$ cat src/rtl/chunk_pkg.sv
// Shared types and width helpers for the chunk render controller.
// States, palette defaults and the counter-width functions used by every port list.
package chunk_pkg;

    typedef enum logic [2:0] {
        IDLE  = 3'd0,
        FETCH = 3'd1,
        WAIT  = 3'd2,
        DRAW  = 3'd3,
        NEXT  = 3'd4,
        DONE  = 3'd5
    } crc_state_t;

    localparam logic [23:0] PAL_DEF_ZERO = 24'h000000;
    localparam logic [23:0] PAL_DEF_REST = 24'hFFFFFF;

    // A one-entry range still needs a one-bit counter.
    function automatic int cnt_w(input int n);
        return (n <= 1) ? 1 : $clog2(n);
    endfunction

    function automatic int xc_w(input int x_chunks);
        return cnt_w(x_chunks);
    endfunction

    function automatic int yc_w(input int y_chunks);
        return cnt_w(y_chunks);
    endfunction

    function automatic int x_w(input int x_chunks, input int chunk_size);
        return cnt_w(x_chunks * chunk_size);
    endfunction

    function automatic int y_w(input int y_chunks, input int chunk_size);
        return cnt_w(y_chunks * chunk_size);
    endfunction

endpackage

$ cat src/rtl/chunk_pixel_walker.sv
// Intra-chunk pixel counters: row-major walk over a CHUNK_SIZE x CHUNK_SIZE block.
// Cleared on chunk entry, stepped once per accepted pixel.
module chunk_pixel_walker
    import chunk_pkg::*;
#(
    parameter int   CHUNK_SIZE = 16,
    localparam int  PW         = cnt_w(CHUNK_SIZE)
) (
    input  logic          clk,
    input  logic          reset_n,
    input  logic          i_clear,
    input  logic          i_advance,
    output logic [PW-1:0] o_px,
    output logic [PW-1:0] o_py,
    output logic          o_last
);

    localparam logic [PW-1:0] P_LAST = PW'(CHUNK_SIZE - 1);

    logic [PW-1:0] r_px;
    logic [PW-1:0] r_py;

    always_ff @(posedge clk or negedge reset_n) begin
        if (!reset_n) begin
            r_px <= '0;
            r_py <= '0;
        end else if (i_clear) begin
            r_px <= '0;
            r_py <= '0;
        end else if (i_advance) begin
            if (r_px == P_LAST) begin
                r_px <= '0;
                r_py <= (r_py == P_LAST) ? '0 : r_py + 1'b1;
            end else begin
                r_px <= r_px + 1'b1;
            end
        end
    end

    assign o_px   = r_px;
    assign o_py   = r_py;
    assign o_last = (r_px == P_LAST) && (r_py == P_LAST);

endmodule

$ cat src/rtl/chunk_render_ctrl.sv
// Raster walk over a chunk grid: fetch each chunk state, map through the palette,
// and stream the chunk's pixels on a valid/ready port; full-frame or dirty-only passes.
module chunk_render_ctrl
    import chunk_pkg::*;
#(
    parameter int  CHUNK_SIZE = 16,
    parameter int  X_CHUNKS   = 40,
    parameter int  Y_CHUNKS   = 30,
    parameter int  DATA_W     = 2,
    localparam int XC_W       = xc_w(X_CHUNKS),
    localparam int YC_W       = yc_w(Y_CHUNKS),
    localparam int X_W        = x_w(X_CHUNKS, CHUNK_SIZE),
    localparam int Y_W        = y_w(Y_CHUNKS, CHUNK_SIZE)
) (
    input  logic              clk,
    input  logic              reset_n,
    input  logic              start,
    input  logic              dirty_only,
    input  logic              abort,
    output logic              busy,
    output logic              done,
    output logic [XC_W-1:0]   rd_x_chunk,
    output logic [YC_W-1:0]   rd_y_chunk,
    output logic              rd_en,
    input  logic [DATA_W-1:0] rd_data,
    input  logic              rd_dirty,
    output logic              clr_dirty,
    input  logic              pal_we,
    input  logic [DATA_W-1:0] pal_idx,
    input  logic [23:0]       pal_rgb,
    output logic              px_valid,
    input  logic              px_ready,
    output logic [X_W-1:0]    x,
    output logic [Y_W-1:0]    y,
    output logic [7:0]        r,
    output logic [7:0]        g,
    output logic [7:0]        b,
    output crc_state_t        dbg_state
);

    localparam int              PW      = cnt_w(CHUNK_SIZE);
    localparam int              PAL_N   = 2 ** DATA_W;
    localparam logic [XC_W-1:0] XC_LAST = XC_W'(X_CHUNKS - 1);
    localparam logic [YC_W-1:0] YC_LAST = YC_W'(Y_CHUNKS - 1);

    crc_state_t      r_state;
    crc_state_t      w_state_nxt;
    logic [XC_W-1:0] r_xc;
    logic [YC_W-1:0] r_yc;
    logic            r_dirty_only;
    logic            r_drawn;
    logic            r_abort_pend;
    logic [23:0]     r_rgb;
    logic [23:0]     r_pal [PAL_N];

    logic [PW-1:0]   w_px;
    logic [PW-1:0]   w_py;
    logic            w_last;
    logic            w_xfer;
    logic            w_draw_sel;
    logic            w_pass_last;

    // Pixel port: a pixel moves on every cycle where px_valid and px_ready are both high;
    // px_valid never drops and x/y/rgb never change until that happens.
    assign px_valid    = (r_state == DRAW);
    assign w_xfer      = px_valid && px_ready;
    assign w_draw_sel  = !r_dirty_only || rd_dirty;
    assign w_pass_last = (r_xc == XC_LAST) && (r_yc == YC_LAST);

    chunk_pixel_walker #(.CHUNK_SIZE(CHUNK_SIZE)) u_walker (
        .clk       (clk),
        .reset_n   (reset_n),
        .i_clear   (r_state == WAIT),
        .i_advance (w_xfer),
        .o_px      (w_px),
        .o_py      (w_py),
        .o_last    (w_last)
    );

    always_comb begin
        w_state_nxt = r_state;
        case (r_state)
            IDLE:    if (start) w_state_nxt = FETCH;
            FETCH:   w_state_nxt = abort ? DONE : WAIT;
            WAIT: begin
                if (abort)           w_state_nxt = DONE;
                else if (w_draw_sel) w_state_nxt = DRAW;
                else                 w_state_nxt = NEXT;
            end
            // A stalled abort waits for the pixel on the port to be taken.
            DRAW: begin
                if (w_xfer) begin
                    if (abort || r_abort_pend) w_state_nxt = DONE;
                    else if (w_last)           w_state_nxt = NEXT;
                end
            end
            NEXT:    w_state_nxt = (abort || w_pass_last) ? DONE : FETCH;
            DONE:    w_state_nxt = IDLE;
            default: w_state_nxt = IDLE;
        endcase
    end

    always_ff @(posedge clk or negedge reset_n) begin
        if (!reset_n) begin
            r_state      <= IDLE;
            r_xc         <= '0;
            r_yc         <= '0;
            r_dirty_only <= 1'b0;
            r_drawn      <= 1'b0;
            r_abort_pend <= 1'b0;
            r_rgb        <= '0;
        end else begin
            r_state <= w_state_nxt;
            case (r_state)
                IDLE: begin
                    if (start) begin
                        r_xc         <= '0;
                        r_yc         <= '0;
                        r_dirty_only <= dirty_only;
                    end
                end
                WAIT: begin
                    r_drawn      <= w_draw_sel;
                    r_rgb        <= r_pal[rd_data];
                    r_abort_pend <= 1'b0;
                end
                DRAW: begin
                    if (abort && !w_xfer) r_abort_pend <= 1'b1;
                end
                NEXT: begin
                    if (r_xc == XC_LAST) begin
                        r_xc <= '0;
                        r_yc <= (r_yc == YC_LAST) ? '0 : r_yc + 1'b1;
                    end else begin
                        r_xc <= r_xc + 1'b1;
                    end
                end
                default: ;
            endcase
        end
    end

    always_ff @(posedge clk or negedge reset_n) begin
        if (!reset_n) begin
            for (int i = 0; i < PAL_N; i++) begin
                r_pal[i] <= (i == 0) ? PAL_DEF_ZERO : PAL_DEF_REST;
            end
        end else if (pal_we) begin
            r_pal[pal_idx] <= pal_rgb;
        end
    end

    assign busy       = (r_state == FETCH) || (r_state == WAIT) ||
                        (r_state == DRAW)  || (r_state == NEXT);
    assign done       = (r_state == DONE);
    assign rd_en      = (r_state == FETCH);
    assign clr_dirty  = (r_state == NEXT) && r_dirty_only && r_drawn;
    assign rd_x_chunk = r_xc;
    assign rd_y_chunk = r_yc;
    assign x          = {r_xc, w_px};
    assign y          = {r_yc, w_py};
    assign r          = r_rgb[23:16];
    assign g          = r_rgb[15:8];
    assign b          = r_rgb[7:0];
    assign dbg_state  = r_state;

endmodule
$ cat config.mk
export PLATFORM = sky130hd
export DESIGN_NAME = chunk_render_ctrl
export DESIGN_NICKNAME = d
export VERILOG_FILES = /design/src/rtl/chunk_pkg.sv /design/src/rtl/chunk_pixel_walker.sv /design/src/rtl/chunk_render_ctrl.sv
export SDC_FILE = /design/constraint.sdc
export NUM_CORES = 1
export LEC_CHECK = 0
export BUFFER_PORTS_ARGS = -buffer_cell sky130_fd_sc_hd__buf_4
export CELL_PAD_IN_SITES_DETAIL_PLACEMENT = 2
export CELL_PAD_IN_SITES_GLOBAL_PLACEMENT = 2
export CORE_MARGIN = 2
export CORE_UTILIZATION = 35
export CTS_CLUSTER_DIAMETER = 50
export DETAILED_ROUTE_END_ITERATION = 16
export GPL_ROUTABILITY_DRIVEN = 0
export MAX_ROUTING_LAYER = met4
export PLACE_DENSITY_LB_ADDON = 0.1
export SYNTH_ARGS = -nofsm -noshare
export SYNTH_HDL_FRONTEND = slang
export SYNTH_SLANG_ARGS = --single-unit
$ cat constraint.sdc
create_clock -name clk -period 1.8 [get_ports clk]
set_input_delay 0.09 -clock clk [delete_from_list [all_inputs] [get_ports clk]]
set_output_delay 0.09 -clock clk [all_outputs]
set_load 0.1 [all_outputs]
Word level (Yosys, flattened, before mapping)
Cells that the tools add are included.
Operators by class
  magnitude comparators: 3
  add/sub/neg operators: 4
  bitwise operators: 2
  equality and inequality tests: 14
  mux-type cells: 31
  reductions and logical operators: 26
Operators by type and width (number)
  bitwise mux 96 bit: 1
  2-to-1 mux 24 bit: 3
  binary-select mux 24 bit (select 2 bit): 1
  demux 24 bit (select 2 bit): 1
  2-to-1 mux 4 bit: 7
  2-to-1 mux 3 bit: 8
  2-to-1 mux 5 bit: 3
  one-hot mux 3 bit (5 select lines): 1
  2-to-1 mux 6 bit: 2
  one-hot mux 6 bit (2 select lines): 1
  one-hot mux 5 bit (2 select lines): 1
  adder 4 x 1 -> 4 bit (second input constant): 2
  equality test 4 bit (second input constant): 2
  AND reduction 2 bit: 4
  nonzero test 2 bit: 4
  logical AND 1 bit: 7
  adder 6 x 1 -> 6 bit (second input constant): 1
  equality test 3 x 2 -> 1 bit (second input constant): 2
  equality test 3 bit (second input constant): 2
  equality test 6 bit (second input constant): 1
  greater-or-equal comparator 3 bit (second input constant): 2
  logical OR 1 bit: 6
  NOT 2 -> 3 bit: 2
  AND reduction 3 bit: 2
  other kinds (11): 14
Word-level totals
  bits in registers: 145

Depth between registers and ports, before layout
Gate-level depths: netlist of the first run.
  word-level depth: 6
  depth in mapped cells: 7
  depth with buffers taken out: 6

Cells and area by module
Synthesis of the first run repeated with hierarchy kept, for this count alone.
Unflattened totals
  cells, all modules: 449
  area, all modules: 6608.8 sq um
By module, submodules not included
  chunk_render_ctrl: area each 6164.7 sq um, cells each 402, instances 1, sequential area each 3518.4 sq um
  chunk_pixel_walker: area each 444.2 sq um, cells each 47, instances 1, sequential area each 200.2 sq um

Worst setup path before layout of the first run
OpenSTA, ideal clock, no wires.
  kind: flip-flop to flip-flop
  start: register r_state[0], in the netlist dbg_state[0]
  end: register r_state[1], in the netlist dbg_state[1]
  arrival: 3978 ps
  stages on the path, launching flop included: 5
  setup slack: -2256 ps
  period minus slack after synthesis: 4056 ps
  path buffers: 1
  cells stage by stage: dfrtp_1 > clkbuf_1 > nor3b_1 > o21ba_2 > o21bai_1
Between the ends
  elaborated cells on any way between the ends: 11
RTL lines
  start: declaration: RTL line chunk_render_ctrl.sv:46  | crc_state_t r_state;
  start signal: assignment: RTL line chunk_render_ctrl.sv:113  | r_state <= w_state_nxt;
  equality test 3 x 1 -> 1 bit
  via rd_en: RTL line chunk_render_ctrl.sv:24  | output logic rd_en,
  one-hot mux 3 bit (5 select lines): RTL line chunk_render_ctrl.sv:82  | case (r_state)
The timed path passes the listed nets, and every way through them passes these cells.
A chain may end at the register's enable or synchronous reset.

Worst setup path after layout of the first run
  start: register r_state[1], in the netlist dbg_state[1]
  end: register r_yc[3], in the netlist rd_y_chunk[3]
Between the ends
  word-level cells in the longest chain between the ends: 3
  elaborated cells on any way between the ends: 7
Ends and longest elaborated chain
  equality test 3 bit or zero test 3 bit (tied branches): RTL line chunk_render_ctrl.sv:114  | case (r_state)
  inequality test 2 bit (no line) or nonzero test 2 bit (tied branches)
  AND reduction 3 bit (no line)
  end signal: assignment: RTL line chunk_render_ctrl.sv:133  | r_yc <= (r_yc == YC_LAST) ? '0 : r_yc + 1'b1;
  end: declaration: RTL line chunk_render_ctrl.sv:49  | logic [YC_W-1:0] r_yc;
Parallel ways exist; a longest one is shown, timed or not.

==> results.py, run 1 <==
metrics = {
    "setup_path": {
        "r2r-end": "rd_y_chunk[3]",
        "timing.rr.start": "dbg_state[1]",
        "critical_path_class": "flop to flop",
        "required_ps": 2160,
        "cp-start-kind": "flop",
        "cp-endpoint": "rd_y_chunk[3]",
        "end_kind": "flop",
        "cp-startpoint": "dbg_state[1]",
        "ff2ff_setup_slack_ps": 40,
        "worstPathArrival_ps": 2120,
        "cp_max_fo": 6,
        "reg2reg_depth": 5,
    },
    "die": {
        "ios": 98,
        "rows": 50,
        "die_x_um": 141.3,
        "core_region_area_um2": 18580,
        "fp.dieH_um": 141.3,
        "initial_core_util_pct": 35.52,
        "die-area_um2": 19970,
    },
    "logic_synthesis": {
        "syn-num-nets": 535,
        "synth_area_um2": 6600,
        "synthArstFlopShare_pct": 100.0,
        "synth_cells": 494,
        "synth_edf_count": 0,
        "yosys_warnings": 0,
        "synth-main-ff-cell": "dfrtp_1",
        "ys_types": 52,
        "syn-mean-instance-area_um2": 13.36,
        "synth-seq-area-share_pct": 56.34,
        "ys_ff_latch": 145,
    },
    "final_layout": {
        "nets": 663,
        "fill_cells": 1822,
        "final_common_cell": "buf_4",
        "area_growth_pct": 31.81,
        "final_cell_mix": "109 x buf_4, 98 x mux2_2, 88 x nand2_1",
        "regArea_um2": 3746,
        "utilization_pct": 46.82,
        "multiInputGateArea_um2": 2729,
        "drive_above_1_share_pct": 58.90,
        "instances_no_fill": 869,
        "num_antenna_cells": 0,
    },
    "timing": {
        "drv_slew": 0,
        "period_needed_ps": 1758,
        "worst_pin_slew_ps": 741.6,
        "setup_viol_count_final": 0,
        "fmax_ghz": 0.5688,
        "finalCritPeriodShare_pct": 97.66,
        "worst_slack_ps": 42.05,
        "fin_skew_ps": 9.636,
        "max-slew-margin-rel_pct": 50.04,
        "hold_violations": 0,
    },
    "global_route": {
        "grt.met1_usage_pct": 23.72,
        "gr-max-usage-layer": "met2",
        "grt_start_max_net_pins": 57,
        "met3_usage_pct": 3.071,
        "grt_use_met2_pct": 33.65,
        "antenna_found_initial": 0,
        "grt_overflow": 0,
        "track_usage_pct": 19.52,
        "grt_pass1_wl_mm": 29.11,
        "first_global_vias": 5190,
    },
    "clocking": {
        "tritoncts": "done",
        "clk_path_buf_depth": 2,
        "numCtsBuffers": 17,
        "cts_num_sinks": 145,
        "root_buffer": "clkbuf_16",
        "clkTransAtPathRegs_ps": 60,
        "clock_latency_ps": 420,
        "cts_htree_levels": 4,
    },
    "routing": {
        "drt-vias-per-instance": 5.133,
        "ant_nets": 0,
        "wl_per_cell_um": 20.37,
        "wl_mm": 17.70,
        "drc": 0,
        "dr.pass1.iters": 4,
        "first_iter_violations": 237,
        "vias": 4461,
    },
    "power": {
        "p_sw_uw": 6701,
        "power_frac_comb_pct": 41.9,
        "switching_share_pct": 43.58,
        "power_frac_seq_pct": 32.1,
        "pwr-share-clk_pct": 25.9,
        "power.density_nw_per_um2": 1767,
        "cellLeakagePower_uw": 0.003779,
        "internal_power_uw": 8674,
        "vdd_ir_drop_max_v": 0.001052,
    },
    "run": {
        "cap_viol_max_count": 0,
    },
    "place": {
        "dp_slack_ps": 60.73,
        "dp_cells": 807,
        "hpwl_mm": 11.27,
        "numPortBuffers": 97,
    },
    "min_path": {
        "hold_path.class": "input port to flop",
    },
    "run_status": {
        "status": "finished, final reports clean",
    },
}
## routing by layer
layer | up-vias | part of all wire, %
met5 | - | 0
met4 | 0 | 0.82
met3 | 12 | 2.4
met2 | 79 | 52
met1 | 2357 | 45
li1 | 2013 | -
## power groups by stage
stage / Clock, uW / Combinational (uW) / Sequential, uW
2_1_floorplan: 0 / 2400 / 7380
3_5_place_dp: 0 / 6350 / 4980
3_3_place_gp: 0 / 6220 / 4890
5_1_grt: 4200 / 6750 / 5070
4_1_cts: 4070 / 6470 / 4950
6_report: 3990 / 6440 / 4940
## repair_timing
action | in CTS | in global routing
setup buffers | 2 | 1
hold buffers | 27 | 0
hold endpoints to repair | 140 | 0
resized for setup | 4 | 6
setup endpoints to repair | 3 | 5
## cell usage after synthesis, drive strengths merged (3+ instances only)
cell	instances	share of area (%)
mux2i	3	0.45
nand2	88	5.0
and2	3	0.28
ha	5	0.95
dfrtp	73	28
o21ai	15	1.1
mux2	98	17
nand3b	3	0.34
nor2b	3	0.28
dfstp	72	29
a31oi	3	0.28
buf	24	2.4
and4b	3	0.45
inv	4	0.23
mux4	24	8.2
nor2	11	0.63
clkbuf	13	0.74
nand3	11	0.83
## kinds of logic (layout without fill, tap and decap cells)
group	count (synthesis)	in the layout	synth area share, %
muxes	125	125	25.36
AOI/OAI and AO/OA	38	38	3.944
xor gates and xnor gates	4	4	0.5309
buffers and inverters	41	182	3.336
DFF	145	145	56.34
and+or+nand+nor	136	136	9.536
adders and majority gates	5	5	0.9479
## cell type report
class	instances	area share [%]
sequential	145	43.06
timing repair buffer	146	14.28
inverter	4	0.1726
tap	234	3.365
clock buffer	22	5.825
multi-input combinational	308	31.37
clock inverter	10	1.927
## how the worst min path moves through the flow
stage	startpoint	endpoint	slack, ps	cells past startpoint
finish	rd_dirty	r_drawn	30	3
global route	px_ready	r_abort_pend	50	4
CTS	rd_dirty	r_drawn	20	3
detailed placement	reset_n	dbg_state[1]	70	1
global placement	reset_n	u_walker.o_px[1]	60	1
floorplan	reset_n	dbg_state[1]	-210	0
## sequential cells by signal, summed over array words and instances, names as in the netlist
| name | flops |
|---|---|
| r_rgb | 24 |
| rd_x_chunk | 6 |
| r_dirty_only | 1 |
| r_abort_pend | 1 |
| r_pal | 96 |
| u_walker.o_py | 4 |
| rd_y_chunk | 5 |
| u_walker.o_px | 4 |
| dbg_state | 3 |
| r_drawn | 1 |
## critical path, cell delays in order, from the launching register on
cell,delay (ps)
dfrtp_2,460
buf_4,160
nor4b_2,360
a41oi_2,110
or4_1,510
nand3_1,100
## stage by stage
| stage | total power (uW) | area [um^2] | setup TNS, ps | hold WS [ps] |
|---|---|---|---|---|
| 2_1_floorplan | 9781 | 6681 | -2541 | -205.6 |
| 5_1_grt | 16020 | 8700 | -1.837 | 53.36 |
| 6_report | 15370 | 8700 | 0 | 28.25 |
| 3_3_place_gp | 11110 | 7707 | 0 | 59.74 |
| 4_1_cts | 15490 | 8680 | 0 | 18.18 |
| 3_5_place_dp | 11330 | 7707 | 0 | 71.28 |
No activity file was read; power rests on OpenSTA's default activity.
==> run 2: changes to the inputs <==
--- a/config.mk
+++ b/config.mk
@@ -6,9 +6,10 @@
 export NUM_CORES = 1
 export LEC_CHECK = 0
 export BUFFER_PORTS_ARGS = -buffer_cell sky130_fd_sc_hd__buf_4
+export CAP_MARGIN = 20
 export CELL_PAD_IN_SITES_DETAIL_PLACEMENT = 2
 export CELL_PAD_IN_SITES_GLOBAL_PLACEMENT = 2
-export CORE_MARGIN = 2
+export CORE_MARGIN = 1.5
 export CORE_UTILIZATION = 35
 export CTS_CLUSTER_DIAMETER = 50
 export DETAILED_ROUTE_END_ITERATION = 16
==> run 2 against run 1 <==
First-iteration DRC count down 46%. Combinational power rose by 0.9%. Clock skew fell by 2.8 ps. Fmax increased by 1.6%. Critical endpoint is now rd_en. Via count grew 0.31%. Critical path type is now flop to output pin. Sequential power barely moved. Hold slack improved by 1.6 ps. Clock power fell by 8.3%. Core utilization down 0.15 points.
==> results.py, run 2 (synthesis results as in run 1) <==
metrics = {
    "die": {
        "rows": 50,
        "die-area_um2": 19690,
        "initial_core_util_pct": 35.52,
        "core_region_area_um2": 18580,
        "ios": 98,
        "fp.dieH_um": 140.3,
        "die_x_um": 140.3,
    },
    "final_layout": {
        "final_cell_mix": "108 x buf_4, 98 x mux2_2, 88 x nand2_1",
        "drive_above_1_share_pct": 58.90,
        "fill_cells": 1817,
        "num_antenna_cells": 0,
        "area_growth_pct": 31.37,
        "final_common_cell": "buf_4",
        "nets": 663,
        "largest_register_ffs": 96,
        "largest_register": "r_pal",
    },
    "routing": {
        "dr.pass1.iters": 5,
        "wl_per_cell_um": 19.93,
        "drc": 0,
        "ant_nets": 0,
        "wl_mm": 17.32,
        "drt-vias-per-instance": 5.150,
        "first_iter_violations": 129,
        "vias": 4475,
    },
    "global_route": {
        "grt_overflow": 0,
        "track_usage_pct": 19.34,
        "antenna_found_initial": 0,
        "grt_pass1_wl_mm": 28.01,
        "grt_start_max_net_pins": 55,
        "first_global_vias": 4996,
    },
    "setup_path": {
        "cp_max_fo": 10,
        "required_ps": 1710,
        "critPathSlowestCell": "dfrtp_4",
        "path_delay_family": "flip-flops",
        "slowest_delay_ps": 550,
        "path_cells": "buf_4 > nor3b_4 > buf_12",
        "cp.buffers_inverters": 2,
        "worstPathArrival_ps": 1640,
        "cp-start-kind": "flop",
        "critical_path_class": "flop to output pin",
        "end_kind": "output pin",
    },
    "timing": {
        "fmax_ghz": 0.5780,
        "rsz0062_at_grt": "no",
        "setup_tns_ps": 0,
        "drv_slew": 0,
        "hold_violations": 0,
        "setup_viol_count_final": 0,
        "period_needed_ps": 1730,
        "worst_pin_slew_ps": 716.9,
        "max-slew-margin-rel_pct": 51.70,
        "finalCritPeriodShare_pct": 96.11,
        "fin_skew_ps": 6.827,
        "hold_slack_ps": 29.87,
    },
    "power": {
        "vdd_ir_drop_max_v": 0.001138,
        "power.density_nw_per_um2": 1740,
        "cellLeakagePower_uw": 0.003752,
    },
    "run_status": {
        "status": "finished, final reports clean",
    },
    "run": {
        "cap_viol_max_count": 0,
    },
    "place": {
        "numPortBuffers": 97,
        "hpwl_mm": 11.07,
    },
    "clocking": {
        "numCtsBuffers": 17,
        "clk_path_buf_depth": 2,
        "cts_htree_levels": 4,
        "clkTransAtPathRegs_ps": 60,
        "cts_num_sinks": 145,
        "clock_latency_ps": 420,
        "root_buffer": "clkbuf_16",
        "tritoncts": "done",
    },
    "min_path": {
        "hold_path.class": "input port to flop",
    },
}
run 2: path summary, 6_finish.rpt:
kind	start	end	slack (ps)	cells after the start
worst max-delay path	dbg_state[2]	rd_en	70	3
worst min-delay path	rd_dirty	r_drawn	30	3
worst max register to register	dbg_state[0]	u_walker.o_py[3]	100	5
worst min register to register	r_rgb[17]	r_rgb[17]	470	2
max in group asynchronous	reset_n	r_pal[65]	870	3
min in group asynchronous	reset_n	u_walker.o_px[1]	190	2
run 2: layout make-up:
cell class,instances,area [um^2],share of cell area [%]
multi-input cells,308,2725,31.43
repair buffers,146,1279,14.75
inverters,4,15.01,0.1732
clock buffers,19,452.9,5.224
flip-flops and latches,145,3746,43.20
well taps,234,292.8,3.377
clock inverters,13,160.2,1.847
run 2: per-stage QoR:
step / cell area, um^2 / cells / power [uW] / utilization [%] / setup slack [ps]
final: 8671 / 869 / 15090 / 46.67 / 70.04
after global routing: 8671 / 869 / 15730 / 46.67 / 6.911
after CTS: 8631 / 866 / 15160 / 46.45 / 24.14
after detailed placement: 7732 / 807 / 11310 / 41.62 / -56.40
after global placement: 7732 / 807 / 11120 / 41.62 / 100.2
after floorplan: 6681 / 494 / 9781 / - / -336.6
run 2: what timing repair did:
action                                  4_1_cts  5_1_grt
resized for setup                             5        5
pin swaps                                     0        2
hold buffers                                 27        0
hold endpoints to repair                    124        0
buffers inserted                              0        3
endpoints found under the setup margin        6        4
run 2: report_power, final:
group | total, uW | switching (uW) | internal [uW]
Combinational | 6500 | 4670 | 1830
Sequential | 4930 | 598 | 4330
Clock | 3660 | 1410 | 2250
Total | 15100 | 6680 | 8410
run 2: worst min-delay path: cells and delay by family:
kind / cells / cell delay [ps]
buffers and inverters: 1 / 80
and+or+nand+nor: 1 / 80
AOI/OAI and AO/OA: 1 / 170
run 2: routing by layer:
layer  track usage, %  share of wire, %  vias to the layer above
met5                -                 0                        -
met4            4.986              0.87                        0
met3            4.068               2.7                       12
met2            32.96                52                       82
met1            23.42                44                     2374
li1                 -                 -                     2007
==> run 3: changes to the inputs <==
--- a/config.mk
+++ b/config.mk
@@ -7,7 +7,7 @@
 export LEC_CHECK = 0
 export BUFFER_PORTS_ARGS = -buffer_cell sky130_fd_sc_hd__buf_4
 export CAP_MARGIN = 20
-export CELL_PAD_IN_SITES_DETAIL_PLACEMENT = 2
+export CELL_PAD_IN_SITES_DETAIL_PLACEMENT = 1
 export CELL_PAD_IN_SITES_GLOBAL_PLACEMENT = 2
 export CORE_MARGIN = 1.5
 export CORE_UTILIZATION = 35
==> run 3 against run 2 <==
Sequential power down 0.8%. Critical path type unchanged. Sequential share of layout area increased by 0.062 points. Die area unchanged.
==> results.py, run 3 (synthesis results as in run 1) <==
metrics = {
    "run_status": {
        "status": "finished, final reports clean",
    },
    "clocking": {
        "cts_htree_levels": 4,
        "clock_latency_ps": 420,
        "tritoncts": "done",
        "numCtsBuffers": 17,
        "cts_num_sinks": 145,
        "clk_path_buf_depth": 2,
        "root_buffer": "clkbuf_16",
        "clkTransAtPathRegs_ps": 60,
    },
    "final_layout": {
        "nets": 660,
        "final_cell_mix": "106 x buf_4, 98 x mux2_2, 88 x nand2_1",
        "final_common_cell": "buf_4",
        "largest_register": "r_pal",
        "drive_above_1_share_pct": 58.39,
        "largest_register_ffs": 96,
        "num_antenna_cells": 0,
        "area_growth_pct": 31.18,
        "fill_cells": 1882,
    },
    "global_route": {
        "gr-max-usage-layer": "met2",
        "grt_start_max_net_pins": 55,
        "grt_use_met2_pct": 29.16,
        "grt_overflow": 0,
        "track_usage_pct": 17.60,
        "met3_usage_pct": 3.179,
        "first_global_vias": 4757,
        "grt_pass1_wl_mm": 25.74,
        "antenna_found_initial": 0,
        "grt.met1_usage_pct": 21.63,
    },
    "power": {
        "power.density_nw_per_um2": 1732,
        "switching_share_pct": 43.26,
        "power_frac_seq_pct": 32.6,
        "finalPower_uw": 15000,
        "p_sw_uw": 6488,
        "internal_power_uw": 8508,
        "power_frac_comb_pct": 42.4,
        "pwr-share-clk_pct": 25.0,
        "cellLeakagePower_uw": 0.003758,
        "vdd_ir_drop_max_v": 0.001067,
    },
    "die": {
        "die_x_um": 140.3,
        "fp.dieH_um": 140.3,
        "rows": 50,
        "ios": 98,
        "core_region_area_um2": 18580,
        "initial_core_util_pct": 35.52,
        "die-area_um2": 19690,
    },
    "timing": {
        "rsz0062_at_grt": "no",
        "period_needed_ps": 1730,
        "max-slew-margin-rel_pct": 56.47,
        "setup_viol_count_final": 0,
        "fin_skew_ps": 5.944,
        "drv_slew": 0,
        "worst_pin_slew_ps": 646.2,
        "fmax_ghz": 0.5780,
        "hold_violations": 0,
        "finalCritPeriodShare_pct": 96.12,
        "setup_tns_ps": 0,
    },
    "setup_path": {
        "cp_max_fo": 10,
        "critical_path_class": "flop to output pin",
        "cp-start-kind": "flop",
        "required_ps": 1710,
        "worstPathArrival_ps": 1640,
        "end_kind": "output pin",
    },
    "routing": {
        "drt-vias-per-instance": 5.062,
        "first_iter_violations": 139,
        "dr.pass1.iters": 4,
        "drc": 0,
        "wl_per_cell_um": 18.15,
        "vias": 4384,
        "wl_mm": 15.72,
        "ant_nets": 0,
    },
    "run": {
        "cap_viol_max_count": 0,
    },
    "min_path": {
        "hold_path.class": "input port to flop",
    },
    "place": {
        "numPortBuffers": 97,
        "hpwl_mm": 10.22,
    },
}
-- run 3: layout make-up --
cell class	count	area (um^2)	share of cell area [%]
multi-input combinational	308	2726	31.49
sequential	145	3746	43.27
clock buffer	22	474.2	5.477
tap	234	292.8	3.382
clock inverter	10	156.4	1.806
timing repair buffer	143	1247	14.41
inverter	4	15.01	0.1734
-- run 3: routing by layer --
| metal | vias up | share of wire (%) |
|---|---|---|
| met1 | 2285 | 45 |
| met5 | - | 0 |
| met2 | 83 | 50 |
| met4 | 0 | 1.5 |
| met3 | 18 | 3.1 |
| li1 | 1998 | - |
-- run 3: path summary, 6_finish.rpt --
kind	from	to	slack, ps	cells past startpoint
max	dbg_state[2]	rd_en	70	3
min reg2reg	r_rgb[17]	r_rgb[17]	480	2
min in group asynchronous	reset_n	u_walker.o_px[1]	190	2
min	px_ready	r_abort_pend	30	4
max in group asynchronous	reset_n	r_pal[65]	890	3
max reg2reg	rd_x_chunk[0]	rd_y_chunk[3]	120	5
-- run 3: what timing repair did --
action	in CTS	in global routing
pin swaps	0	0
buffers inserted	0	0
hold buffers	27	0
endpoints found under the hold margin	126	0
resized for setup	4	4
setup endpoints to repair	3	3
-- run 3: power groups by stage --
stage                     combinational (uW)  clock [uW]  sequential [uW]
after floorplan                         2400           0             7380
after global placement                  6250           0             4880
after detailed placement                6320           0             4930
after CTS                               6400        3860             4890
after global routing                    6650        4010             5020
final                                   6350        3750             4890
-- run 3: metrics by stage --
stage	hold WS [ps]	std cells	worst slack, ps	area [um^2]	util [%]
floorplan	-205.6	494	-336.6	6681	-
global route	30.97	866	5.300	8658	46.60
finish	27.93	866	69.93	8658	46.60
global placement	76.50	807	100.2	7732	41.62
CTS	14.64	866	44.88	8648	46.55
detailed placement	86.23	807	87.09	7732	41.62
-- run 3: critical path: stages, from the launching register on --
cell and delay [ps]:
dfrtp_4 540, buf_4 190, nor3b_4 260, buf_8 240
